<file path="src/rtl/isr_nest_stack.sv">
// isr_nest_stack: tracks nested ISR entry/exit as a stack of IO module IDs.
// cur_id always reflects the innermost (currently serviced) module so the
// memory-access enable can be driven straight from it.
module isr_nest_stack #(
    parameter int ID_W    = 3,
    parameter int DEPTH   = 8,
    parameter int IDLE_ID = 0,
    parameter int PRIO_EN = 1
) (
    input  logic                       clk,
    input  logic                       reset,
    input  logic                       push,
    input  logic [ID_W-1:0]            push_id,
    input  logic                       pop,
    input  logic                       clr_err,
    output logic [ID_W-1:0]            cur_id,
    output logic                       active,
    output logic [$clog2(DEPTH+1)-1:0] depth,
    output logic                       full,
    output logic                       rejected,
    output logic                       overflow,
    output logic                       underflow
);
    localparam int DW = $clog2(DEPTH+1);
    localparam int AW = $clog2(DEPTH);
    localparam logic [DW-1:0]   DEPTH_V = DW'(DEPTH);
    localparam logic [ID_W-1:0] IDLE_V  = ID_W'(IDLE_ID);

    // Stack contents need no reset: entries above depth are never read.
    logic [DEPTH-1:0][ID_W-1:0] stack;

    logic [DW-1:0]   depth_d;
    logic [ID_W-1:0] cur_d;
    logic            we;
    logic [AW-1:0]   wr_idx;
    logic            rej_d, ovf_d, unf_d;
    logic            prio_ok;

    // Higher priority means numerically lower ID; an empty stack takes anything.
    assign prio_ok = (PRIO_EN == 0) || (depth == '0) || (push_id < cur_id);

    // Next-state decode for push/pop/replace and the error flags.
    always_comb begin
        depth_d = depth;
        cur_d   = cur_id;
        we      = 1'b0;
        wr_idx  = AW'(depth);
        rej_d   = 1'b0;
        ovf_d   = overflow;
        unf_d   = underflow;
        // Clear first so a same-cycle error event below wins.
        if (clr_err) begin
            ovf_d = 1'b0;
            unf_d = 1'b0;
        end
        if (push && pop) begin
            if (depth != '0) begin
                // Outgoing ISR completes while a new one enters: swap the top.
                we     = 1'b1;
                wr_idx = AW'(depth - DW'(1));
                cur_d  = push_id;
            end else begin
                we      = 1'b1;
                wr_idx  = '0;
                depth_d = DW'(1);
                cur_d   = push_id;
                unf_d   = 1'b1;
            end
        end else if (push) begin
            if (depth == DEPTH_V) begin
                // Never overwrite the top entry when full.
                rej_d = 1'b1;
                ovf_d = 1'b1;
            end else if (prio_ok) begin
                we      = 1'b1;
                depth_d = depth + DW'(1);
                cur_d   = push_id;
            end else begin
                // Priority masking is normal operation, not an error.
                rej_d = 1'b1;
            end
        end else if (pop) begin
            if (depth == '0) begin
                unf_d = 1'b1;
            end else begin
                depth_d = depth - DW'(1);
                cur_d   = (depth >= DW'(2)) ? stack[AW'(depth - DW'(2))] : IDLE_V;
            end
        end
    end

    // Stack storage write.
    always_ff @(posedge clk) begin
        if (we) stack[wr_idx] <= push_id;
    end

    // Registered outputs; full/active come from next depth so they track depth exactly.
    always_ff @(posedge clk or posedge reset) begin
        if (reset) begin
            depth     <= '0;
            cur_id    <= IDLE_V;
            active    <= 1'b0;
            full      <= 1'b0;
            rejected  <= 1'b0;
            overflow  <= 1'b0;
            underflow <= 1'b0;
        end else begin
            depth     <= depth_d;
            cur_id    <= cur_d;
            active    <= (depth_d != '0);
            full      <= (depth_d == DEPTH_V);
            rejected  <= rej_d;
            overflow  <= ovf_d;
            underflow <= unf_d;
        end
    end
endmodule

</file>
<file path="config.mk">
export PLATFORM = sky130hd
export DESIGN_NAME = isr_nest_stack
export DESIGN_NICKNAME = d
export VERILOG_FILES = /design/src/rtl/isr_nest_stack.sv
export SDC_FILE = /design/constraint.sdc
export NUM_CORES = 1
export LEC_CHECK = 0
export ABC_AREA = 1
export CAP_MARGIN = 40
export CELL_PAD_IN_SITES_DETAIL_PLACEMENT = 1
export CELL_PAD_IN_SITES_GLOBAL_PLACEMENT = 2
export CORE_MARGIN = 3
export CORE_UTILIZATION = 36
export CTS_BUF_LIST = sky130_fd_sc_hd__clkbuf_4 sky130_fd_sc_hd__clkbuf_8
export DETAILED_ROUTE_END_ITERATION = 6
export PLACE_DENSITY = 0.86
export SLEW_MARGIN = 20
export SYNTH_ARGS = -nofsm -noshare
export SYNTH_HDL_FRONTEND = slang
export SYNTH_SLANG_ARGS = --single-unit
</file>
<file path="constraint.sdc">
create_clock -name clk -period 2.7 [get_ports clk]
set_input_delay 0.54 -clock clk [delete_from_list [all_inputs] [get_ports clk]]
set_output_delay 0.54 -clock clk [all_outputs]
set_load 0.02 [all_outputs]
</file>
==> key figures <==
Global routing
  • Gr ovfl total: 0
  • Antenna violations before repair: 0
  • Global-route wire length before repair: 9650 microns
  • GRT Total Usage: 0.202
  • Largest net degree at the start of global routing: 19
  • Number of global-route vias before repair: 1863

Die
  • Core area: 0.00527 sq mm
  • # IOs: 20
  • Chip width: 80.8 microns
  • # rows: 26
  • Die Y: 80.8 microns
  • Starting Density: 0.382
  • Die area: 0.00653 sq mm

Layout
  • Post-layout net count: 293
  • Layout overhead on the synthesized area: 24.2%
  • FILL cells: 649
  • Layout Cells excl Fill: 346
  • Ant. Diodes: 0
  • Area of the multi-input gates: 863 sq um
  • Fraction of layout cells with a size suffix above 1: 0.170
  • FF+latch area: 0.00102 sq mm

Critical path
  • Critical Path, Cell by Cell: clkdlybuf4s50_1, ha_1, a21oi_1, nand2_1, nand2_2, nand2_1, nand2_2, inv_2, nor3_1
  • Slowest CP cell: clkdlybuf4s50_1
  • Worst setup SP type: input pin
  • Max stage delay on crit path: 0.44 ns
  • Max FO, Critical Path: 5
  • Cell count along the critical path: 9
  • Crit path kind: in2reg
  • Worst Path Arrival: 2.32 ns
  • Cell family with most CP delay: simple AND/OR/NAND/NOR gates
  • Reg2reg path depth: 8
  • CP required: 2.64 ns
  • Setup crit start: push_id[2]
  • R2R Path Start: depth[0]$_DFF_PP0_
  • CP endpoint kind: register
  • WP buf/inv: 2

Timing
  • Fin Setup TNS: 0 ns
  • Max-slew violations: 0
  • Worst-Margin Slew: 0.466 ns
  • Slew HR: 0.687
  • F_max: 421 MHz
  • Final Hold Violating Endpoints: 0
  • Final setup fails: 0
  • Post-Route Skew: 0.00517 ns
  • Unrepaired setup endpoints after global routing: no
  • Tcrit/Tclk final: 0.879
  • Fin crit period: 2.37 ns

Yosys
  • Post-synth EDFFs: 24
  • Syn Inst Count: 236
  • Synth area leaders: edfxtp_1 36%, dfrtp_1 15%, nand2_1 13%, ha_1 6.2%, nand3_1 6.0%
  • Async SR Flop Fraction: 0.333
  • Post-synthesis cell type count: 26
  • Avg Inst Size Synth: 8.54 sq um
  • Post-synthesis mux area share: 0
  • Most common flop cell mapped by yosys: edfxtp_1
  • Compound-cell area share of the yosys netlist: 0.0640
  • Synthesis-stage register bit count: 36
  • Xor/xnor share of the synthesized area: 0
  • Yosys top cell area share: 0.358
  • Sequential-to-total area share from yosys stat: 0.507
  • Adder-Cell Fraction of Synth Area: 0.0621
  • Synthesized area: 0.00201 sq mm
  • Mapped Nets: 254
  • Largest family of logic cells by synthesized area: simple AND/OR/NAND/NOR gates
  • Ys Warns: 0
  • Cell accounting for the most synthesized area: edfxtp_1
  • Synth cell count leaders: 68 x nand2_1, 29 x nor2_1, 24 x edfxtp_1, 24 x nand3_1, 15 x inv_1
  • Most frequent cell after synthesis: nand2_1
  • Synth Area in Simple Gates: 0.302

Clock network
  • Clock sink count: 36
  • Post-CTS Setup Inserts: 0
  • Resized cells post-CTS: 0
  • # hold bufs at CTS: 0
  • CTS tree: done
  • CTS buffer count: 5
  • Clock transition at the registers of the reported paths: 0.08 ns
  • CTS Root Cell: clkbuf_8
  • H-tree depth: 2
  • Clock Tree Buf Depth: 2
  • Worst-skew pair later-pin latency: 0.29 ns

Hold path
  • Worst hold path class: reg2reg
  • Worst Hold Launch: underflow$_DFF_PP0_
  • Worst hold stages: 2

Placed design
  • Dpl cells: 338
  • Port Buffers: 19
  • Post-DP HPWL: 4470 microns
  • Placer congestion estimate: 0.826

Routing
  • DRC Markers: 0
  • Post-Route WL: 5960 microns
  • Routed Antenna Nets: 0
  • Initial DRC Count: 105
  • 1st-pass router iterations: 4
  • Vias: 1736
  • Routed WL per cell: 17.2 microns
  • Vias per cell: 5.02

Job
  • Max-cap violations: 0

Power and ir drop
  • VDD IR-drop max: 0.000623 V
  • Static Leak: 1.14 nW
  • Power per cell area: 1040 mW/mm^2

Outcome
  • Outcome: finished, final reports clean
cell families (layout without fill, tap and decap cells):
family	count (synthesis)	after routing
buf+inv	29	69
fa+ha+maj	10	10
compound gates	23	23
simple gates	138	138
flops	36	36
final cells by class:
class / count / area share
sequential: 36 / 0.408
multi-input combinational: 171 / 0.345
timing repair buffer: 38 / 0.133
tap: 70 / 0.0350
inverter: 23 / 0.0345
clock buffer: 5 / 0.0275
clock inverter: 3 / 0.0170
where the power goes:
group | total [mW] | switching [mW] | internal (mW)
Clock | 0.478 | 0.205 | 0.273
Combinational | 1.36 | 0.871 | 0.493
Sequential | 0.771 | 0.0682 | 0.703
Total | 2.61 | 1.14 | 1.47
stage by stage:
step | power (mW) | setup slack, ns | util | hold slack (ns) | area [sq um]
floorplan | 1.61 | 0.300 | - | 0.405 | 2010
global placement | 2.11 | 0.183 | 0.454 | 0.484 | 2390
detailed placement | 2.13 | 0.0249 | 0.454 | 0.481 | 2390
CTS | 2.63 | 0.346 | 0.475 | 0.498 | 2500
global route | 2.82 | 0.133 | 0.475 | 0.535 | 2500
finish | 2.61 | 0.326 | 0.475 | 0.489 | 2500
layer usage:
metal | vias up | share of wire | track usage
met5 | - | 0 | 0
met1 | 847 | 0.47 | 0.267
met4 | 0 | 0.012 | 0.0591
met2 | 35 | 0.49 | 0.335
met3 | 6 | 0.034 | 0.0410
li1 | 848 | - | -
path summary, 6_finish.rpt:
| kind | end | slack [ns] |
|---|---|---|
| setup / recovery | stack[20]$_DFFE_PP_ | 0.33 |
| hold / removal | underflow$_DFF_PP0_ | 0.49 |
| setup reg to reg | stack[20]$_DFFE_PP_ | 0.45 |
| hold reg to reg | underflow$_DFF_PP0_ | 0.49 |
| max in group asynchronous | depth[3]$_DFF_PP0_ | 1.84 |
| min in group asynchronous | full$_DFF_PP0_ | 0.55 |
registers in the layout, summed over array words and instances (netlist names):
name       cells
stack         24
depth          4
cur_id         3
active         1
full           1
overflow       1
rejected       1
underflow      1
tightest hold or removal path, delay by kind of cell (launching register included):
| kind | cells | cell delay [ns] |
|---|---|---|
| compound gates | 1 | 0.06 |
| flops | 1 | 0.34 |
| simple gates | 1 | 0.05 |
placed cells by master (no fill, tap or decap), drive strengths merged:
master,n
clkinvlp,1
clkbuf,5
clkinv,2
clkdlybuf4s50,19
a21oi,6
o21ai,13
nand4,1
nand3,25
edfxtp,24
buf,19
ha,10
dfrtp,12
bufinv,1
o22ai,2
nand2,74
inv,22
o21a,1
nor2,34
nor3,4
o211ai,1
Note: power is estimated with default switching activity, not from simulation.
